$ cat src/rtl/cyclic74_pkg.sv
// Shared definitions for the (7,4) cyclic-code Meggitt decoder.
// Holds the code geometry, the generator polynomial, the syndrome of an
// error at the first corrected position (x^6 mod g) and the controller
// state encoding.
package cyclic74_pkg;

  localparam int N     = 7;
  localparam int SYN_W = 3;

  // g(x) = x^3 + x + 1, bit i = coefficient of x^i
  localparam logic [3:0] GEN_POLY = 4'b1011;

  // x^6 mod g(x) = x^2 + 1
  localparam logic [SYN_W-1:0] ERR_PATTERN = 3'b101;

  localparam logic [2:0] K_MAX = 3'd6;

  typedef enum logic [1:0] {
    IDLE,
    SHIFT,
    CORRECT,
    DONE
  } state_t;

endpackage

$ cat src/rtl/cyclic74_decode_sequencer_if.sv
// Handshake bundle between the deframer, the decoder and the unpacker.
// Signals:
//   in_valid/in_ready/in_word      : received word, one per handshake
//   out_valid/out_ready/out_word   : corrected word, one per handshake
//   out_corrected                  : a single bit was flipped in out_word
//   busy                           : decoder holds a word
//   err_count                      : saturating count of corrected words
// Modports: master = producer/consumer side, slave = decoder side.
interface cyclic74_decode_sequencer_if
  import cyclic74_pkg::*;
#(
  parameter int CNT_W = 16
) ();

  logic             in_valid;
  logic             in_ready;
  logic [N-1:0]     in_word;
  logic             out_valid;
  logic             out_ready;
  logic [N-1:0]     out_word;
  logic             out_corrected;
  logic             busy;
  logic [CNT_W-1:0] err_count;

  modport master (
    output in_valid, in_word, out_ready,
    input  in_ready, out_valid, out_word, out_corrected, busy, err_count
  );

  modport slave (
    input  in_valid, in_word, out_ready,
    output in_ready, out_valid, out_word, out_corrected, busy, err_count
  );

endinterface

$ cat src/rtl/cyclic74_syndrome_reg.sv
// Bit-serial syndrome register: divides the incoming bit stream (MSB first)
// by the generator polynomial, leaving the remainder in syn.
// Ports:
//   clk, rst  : clock, synchronous active-high reset
//   clr       : clear the syndrome (priority over shift_en)
//   shift_en  : shift one bit in
//   bit_in    : next bit of the dividend
//   syn[2:0]  : current remainder
module cyclic74_syndrome_reg
  import cyclic74_pkg::*;
(
  input  logic             clk,
  input  logic             rst,
  input  logic             clr,
  input  logic             shift_en,
  input  logic             bit_in,
  output logic [SYN_W-1:0] syn
);

  logic fb;

  // The x^3 term falls off the top and folds back as x + 1 via the
  // generator taps.
  assign fb = syn[SYN_W-1];

  always_ff @(posedge clk) begin
    if (rst || clr) begin
      syn <= '0;
    end else if (shift_en) begin
      syn <= {syn[1] ^ (fb & GEN_POLY[2]),
              syn[0] ^ (fb & GEN_POLY[1]),
              bit_in ^ (fb & GEN_POLY[0])};
    end
  end

endmodule

$ cat src/rtl/cyclic74_decode_sequencer.sv
// Meggitt decoder controller for the (7,4) cyclic code.
// A received word is shifted into the syndrome register one bit per clock
// (SHIFT), then the syndrome is rotated while the word is emitted bit by
// bit, flipping the bit whose position brings the syndrome to x^6 mod g
// (CORRECT). The result is held in DONE until the consumer takes it.
// Ports:
//   clk, rst : clock, synchronous active-high reset
//   bus      : slave side of cyclic74_decode_sequencer_if
module cyclic74_decode_sequencer
  import cyclic74_pkg::*;
#(
  parameter int CNT_W = 16
) (
  input  logic                         clk,
  input  logic                         rst,
  cyclic74_decode_sequencer_if.slave   bus
);

  state_t           state_q;
  state_t           state_d;
  logic [2:0]       k_q;
  logic [N-1:0]     word_buf;
  logic [N-1:0]     out_word_q;
  logic             out_corr_q;
  logic [CNT_W-1:0] err_count_q;

  logic             syn_clr;
  logic             syn_shift;
  logic             syn_bit;
  logic [SYN_W-1:0] syn;
  logic             err_hit;

  cyclic74_syndrome_reg u_syn (
    .clk      (clk),
    .rst      (rst),
    .clr      (syn_clr),
    .shift_en (syn_shift),
    .bit_in   (syn_bit),
    .syn      (syn)
  );

  // Syndrome equal to x^6 mod g means the bit now at the output is in error.
  assign err_hit = (syn == ERR_PATTERN);

  always_ff @(posedge clk) begin
    if (rst) begin
      state_q <= IDLE;
    end else begin
      state_q <= state_d;
    end
  end

  always_comb begin
    state_d   = state_q;
    bus.in_ready  = 1'b0;
    bus.out_valid = 1'b0;
    bus.busy      = 1'b0;
    syn_clr   = 1'b0;
    syn_shift = 1'b0;
    syn_bit   = 1'b0;
    case (state_q)
      IDLE: begin
        bus.in_ready = 1'b1;
        if (bus.in_valid) begin
          syn_clr = 1'b1;
          state_d = SHIFT;
        end
      end
      SHIFT: begin
        bus.busy  = 1'b1;
        syn_shift = 1'b1;
        syn_bit   = word_buf[k_q];
        if (k_q == 3'd0) state_d = CORRECT;
      end
      CORRECT: begin
        bus.busy = 1'b1;
        // Once the error is fixed the syndrome is zeroed so no further
        // position can match.
        if (err_hit) syn_clr = 1'b1;
        else         syn_shift = 1'b1;
        if (k_q == 3'd0) state_d = DONE;
      end
      DONE: begin
        bus.busy      = 1'b1;
        bus.out_valid = 1'b1;
        if (bus.out_ready) state_d = IDLE;
      end
      default: state_d = IDLE;
    endcase
  end

  // Datapath: step counter, input buffer, corrected output and the
  // saturating corrected-word counter.
  always_ff @(posedge clk) begin
    if (rst) begin
      k_q         <= K_MAX;
      word_buf    <= '0;
      out_word_q  <= '0;
      out_corr_q  <= 1'b0;
      err_count_q <= '0;
    end else begin
      case (state_q)
        IDLE: begin
          if (bus.in_valid) begin
            word_buf   <= bus.in_word;
            k_q        <= K_MAX;
            out_corr_q <= 1'b0;
          end
        end
        SHIFT: begin
          k_q <= (k_q == 3'd0) ? K_MAX : k_q - 3'd1;
        end
        CORRECT: begin
          out_word_q[k_q] <= word_buf[k_q] ^ err_hit;
          if (err_hit) out_corr_q <= 1'b1;
          k_q <= (k_q == 3'd0) ? K_MAX : k_q - 3'd1;
        end
        DONE: begin
          if (bus.out_ready && out_corr_q && (err_count_q != '1)) begin
            err_count_q <= err_count_q + 1'b1;
          end
        end
        default: ;
      endcase
    end
  end

  assign bus.out_word      = out_word_q;
  assign bus.out_corrected = out_corr_q;
  assign bus.err_count     = err_count_q;

endmodule
$ cat src/flat_wrapper.sv
// flat-port wrapper written by rule: the top's interface ports become plain ports
module cyclic74_decode_sequencer_flat import cyclic74_pkg::*;
#(
  parameter int CNT_W = 16
)
  (clk, rst, bus_in_valid, bus_in_word, bus_out_ready, bus_in_ready, bus_out_valid, bus_out_word, bus_out_corrected, bus_busy, bus_err_count);
  cyclic74_decode_sequencer_if #(.CNT_W(CNT_W)) bus_i ();
  input  logic clk;
  input  logic rst;
  input wire logic [$bits(bus_i.in_valid)-1:0] bus_in_valid;
  input wire logic [$bits(bus_i.in_word)-1:0] bus_in_word;
  input wire logic [$bits(bus_i.out_ready)-1:0] bus_out_ready;
  output wire logic [$bits(bus_i.in_ready)-1:0] bus_in_ready;
  output wire logic [$bits(bus_i.out_valid)-1:0] bus_out_valid;
  output wire logic [$bits(bus_i.out_word)-1:0] bus_out_word;
  output wire logic [$bits(bus_i.out_corrected)-1:0] bus_out_corrected;
  output wire logic [$bits(bus_i.busy)-1:0] bus_busy;
  output wire logic [$bits(bus_i.err_count)-1:0] bus_err_count;
  assign bus_i.in_valid = bus_in_valid;
  assign bus_i.in_word = bus_in_word;
  assign bus_i.out_ready = bus_out_ready;
  assign bus_in_ready = bus_i.in_ready;
  assign bus_out_valid = bus_i.out_valid;
  assign bus_out_word = bus_i.out_word;
  assign bus_out_corrected = bus_i.out_corrected;
  assign bus_busy = bus_i.busy;
  assign bus_err_count = bus_i.err_count;
  cyclic74_decode_sequencer #(.CNT_W(CNT_W)) u_core (.clk(clk), .rst(rst), .bus(bus_i));
endmodule
$ cat config.mk
export PLATFORM = sky130hd
export DESIGN_NAME = cyclic74_decode_sequencer_flat
export DESIGN_NICKNAME = d
export VERILOG_FILES = /design/src/rtl/cyclic74_pkg.sv /design/src/rtl/cyclic74_decode_sequencer_if.sv /design/src/rtl/cyclic74_syndrome_reg.sv /design/src/rtl/cyclic74_decode_sequencer.sv /design/src/flat_wrapper.sv
export SDC_FILE = /design/constraint.sdc
export NUM_CORES = 1
export LEC_CHECK = 0
export CAP_MARGIN = 20
export CORE_MARGIN = 5
export CORE_UTILIZATION = 25
export DETAILED_ROUTE_END_ITERATION = 10
export MAX_ROUTING_LAYER = met4
export PLACE_DENSITY = 0.52
export SYNTH_ARGS = -nofsm -noshare
export SYNTH_HDL_FRONTEND = slang
export SYNTH_HIERARCHICAL = 1
export SYNTH_SLANG_ARGS = --single-unit
$ cat constraint.sdc
create_clock -name clk -period 2.5 [get_ports clk]
set_clock_uncertainty 0.05 [all_clocks]
set_input_delay 0.375 -clock clk [delete_from_list [all_inputs] [get_ports clk]]
set_output_delay 0.375 -clock clk [all_outputs]
set_load 0.1 [all_outputs]
==> flow_summary.json <==
{
  "min_path_cells": 2,
  "final-hold-violation-count": 0,
  "final_layout_size_suffix_gt1_share_pct": 19.2,
  "postPlaceCellArea_sq_um": 2580,
  "end_kind": "flop",
  "rrSetupSlack_ns": 0.48,
  "rsz0062_at_grt": "false",
  "finalMaxSlewViolations": 0,
  "place_hpwl_microns": 4090,
  "synth_edf_count": 0,
  "avgSynthCellArea_sq_um": 8.32,
  "p_leak_nw": 0.989,
  "ir_drop_mv": 0.261,
  "clock_latency_ns": 0.30,
  "cts_root_buf": "clkbuf_8",
  "worst_pin_slew_ns": 0.657,
  "drt-vias-per-instance": 4.93,
  "cp.arrival_ns": 2.16,
  "mostFrequentLayoutCells": "37 x dfxtp_1, 33 x buf_4, 31 x nand2_1",
  "multi_input_area_sq_um": 1290,
  "placementRows": 33,
  "setup_ws_ns": 0.481,
  "wire_per_inst_microns": 14.0,
  "powerDensity_nw_per_um2": 759,
  "seq_area_frac_synth_pct": 36.2,
  "crit_type": "flop to flop",
  "holdBufCountCts": 0,
  "r2r-end": "u_core/u_syn/syn[0]$_SDFFE_PP0P_",
  "synth_cell_types": 49,
  "r2r.worst_path.cells": 6,
  "h-tree-depth": 2,
  "total_power_mw": 2.03,
  "cts_sinks": 39,
  "grt_use_total_pct": 11.5,
  "grt_pass1_vias": 1882,
  "cts-buffers-inserted": 5,
  "grt_antenna_before_repair": 0,
  "die_area_sq_um": 10600,
  "place_ws_ns": 0.251,
  "min_to": "u_core/word_buf[3]$_SDFFE_PP0P_",
  "clk_pin_slew_worst_paths_ns": 0.08,
  "syn_area_sq_um": 2150,
  "layout_commonest_cell": "dfxtp_1",
  "start_util_pct": 26.0,
  "die_w_microns": 103,
  "seqCellArea_sq_um": 783,
  "hold_slack_ns": 0.408,
  "cts_setup_buffers": 0,
  "crit_fanout": 11,
  "area_growth_pct": 24.1,
  "synth_cells": 259,
  "cap_violations": 0,
  "fin_crit_sh_pct": 80.8,
  "cts_tree": "yes",
  "antennaDiodeCount": 0,
  "synth_seq_cells": 39,
  "synthTopCellsByArea": "dfxtp_1 36%, a21oi_1 5.8%, nand2_1 5.4%",
  "wl_microns": 5650,
  "status": "finished, final reports clean",
  "startpoint_type": "flop",
  "io_buffer_count": 37,
  "grt_pass1_wl_microns": 9350,
  "r2r_start": "u_core/k_q[0]$_SDFFE_PP0P_",
  "worstHoldPathType": "flop to flop",
  "yosys_warnings": 6,
  "grt_max_degree": 44,
  "postSynth.asyncResetShare_pct": 0,
  "n_fill_cell": 891,
  "synth_top_area_cell": "dfxtp_1",
  "fp.dieH_microns": 103,
  "nets": 315,
  "drtIter0Drc": 115,
  "finalSetupViolCount": 0,
  "synth_top_area_share_pct": 36.2,
  "synth_flop_cell": "dfxtp_1",
  "ant_nets": 0,
  "cts_max_path_buffers": 2,
  "postCtsResizedCells": 0,
  "vias": 1981,
  "first_pass_iters": 4,
  "fmax_mhz": 495,
  "place.gp.congestion": 0.781,
  "period_needed_ns": 2.02,
  "final_cell_area_sq_um": 2670,
  "drc": 0,
  "core-area_sq_um": 8300,
  "io_pins": 38,
  "fin_setup_tns_ns": 0,
  "grt.overflow.total": 0,
  "syn-num-nets": 278,
  "hp-start": "u_core/word_buf[3]$_SDFFE_PP0P_",
  "maxSlewHeadroom_pct": 55.9,
  "cp_data_required_time_ns": 2.64
}
[sequential cells by signal, indices dropped and copies added, names as in the netlist]
register and count:
u_core/bus.err_count 16, u_core/bus.out_word 7, u_core/word_buf 7, u_core/k_q 3
u_core/u_syn/syn 3, u_core/state_q 2, u_core/bus.out_corrected 1
[routing by layer]
metal	track usage, %	vias up	wire length, microns
li1	-	1019	-
met1	14.5	926	2740
met2	18.6	31	2710
met3	2.17	5	165
met4	3.49	0	35
met5	-	-	0
[stage by stage]
stage,util [%],std cells
2_1_floorplan,-,259
3_3_place_gp,31.1,394
3_5_place_dp,31.1,394
4_1_cts,32.2,402
5_1_grt,32.2,402
6_report,32.2,402
[synth_stat cells, types with 2 or more instances]
cell type,n
dfxtp_1,39
nand2_1,31
nor2_1,14
xnor2_1,3
and2_1,2
o31ai_1,5
or4_1,6
a21oi_1,25
or2_0,2
ha_1,8
nor3_1,11
nor2b_1,8
mux2_2,7
clkbuf_1,9
nand2b_1,3
nand4bb_1,2
o21ai_0,8
nand4b_1,2
mux2i_1,5
and3_1,3
inv_1,9
nand3_1,23
and4_1,2
buf_2,4
o41ai_1,4
[worst max-delay path, cell delays in order (launching register included)]
cell and delay, ns:
dfxtp_1 0.55, mux2i_1 0.35, o32a_1 0.21, o21ai_0 0.09
and2_1 0.19, xnor2_1 0.12, a2111oi_1 0.36
[kinds of logic after synthesis]
| group | share of synthesized area [%] |
|---|---|
| compound gates | 16.7 |
| flops | 36.2 |
| buf+inv | 4.06 |
| fa+ha+maj | 4.65 |
| xor+xnor | 1.22 |
| simple gates | 31.2 |
| mux | 5.98 |
[worst max path at each step]
stage / cells past startpoint / slack, ns / endpoint / from
2_1_floorplan: 4 / 0.07 / u_core/bus.err_count[12]$_SDFFE_PP0P_ / u_core/bus.err_count[4]$_SDFFE_PP0P_
3_3_place_gp: 5 / 0.29 / u_core/bus.err_count[8]$_SDFFE_PP0P_ / bus_out_ready
3_5_place_dp: 5 / 0.25 / u_core/bus.err_count[8]$_SDFFE_PP0P_ / bus_out_ready
4_1_cts: 6 / 0.50 / u_core/u_syn/syn[0]$_SDFFE_PP0P_ / u_core/k_q[0]$_SDFFE_PP0P_
5_1_grt: 6 / 0.31 / u_core/u_syn/syn[0]$_SDFFE_PP0P_ / u_core/k_q[0]$_SDFFE_PP0P_
6_report: 6 / 0.48 / u_core/u_syn/syn[0]$_SDFFE_PP0P_ / u_core/k_q[0]$_SDFFE_PP0P_
[area by class of cell]
cell class | instances | area share [%]
Tap cell | 105 | 4.91
Inverter | 9 | 1.26
Multi-Input combinational cell | 198 | 48.2
Sequential cell | 39 | 29.3
Clock inverter | 3 | 0.749
Clock buffer | 5 | 2.57
Timing Repair Buffer | 43 | 13.0
[report_power, final]
group          total (mW)  switching [mW]  leakage, nW  internal [mW]
sequential          0.747          0.0619        0.317          0.685
combinational       0.848           0.567        0.632          0.281
clock               0.435           0.241       0.0402          0.194
total                2.03           0.870        0.989           1.16
No activity file was read; power rests on OpenSTA's default activity.
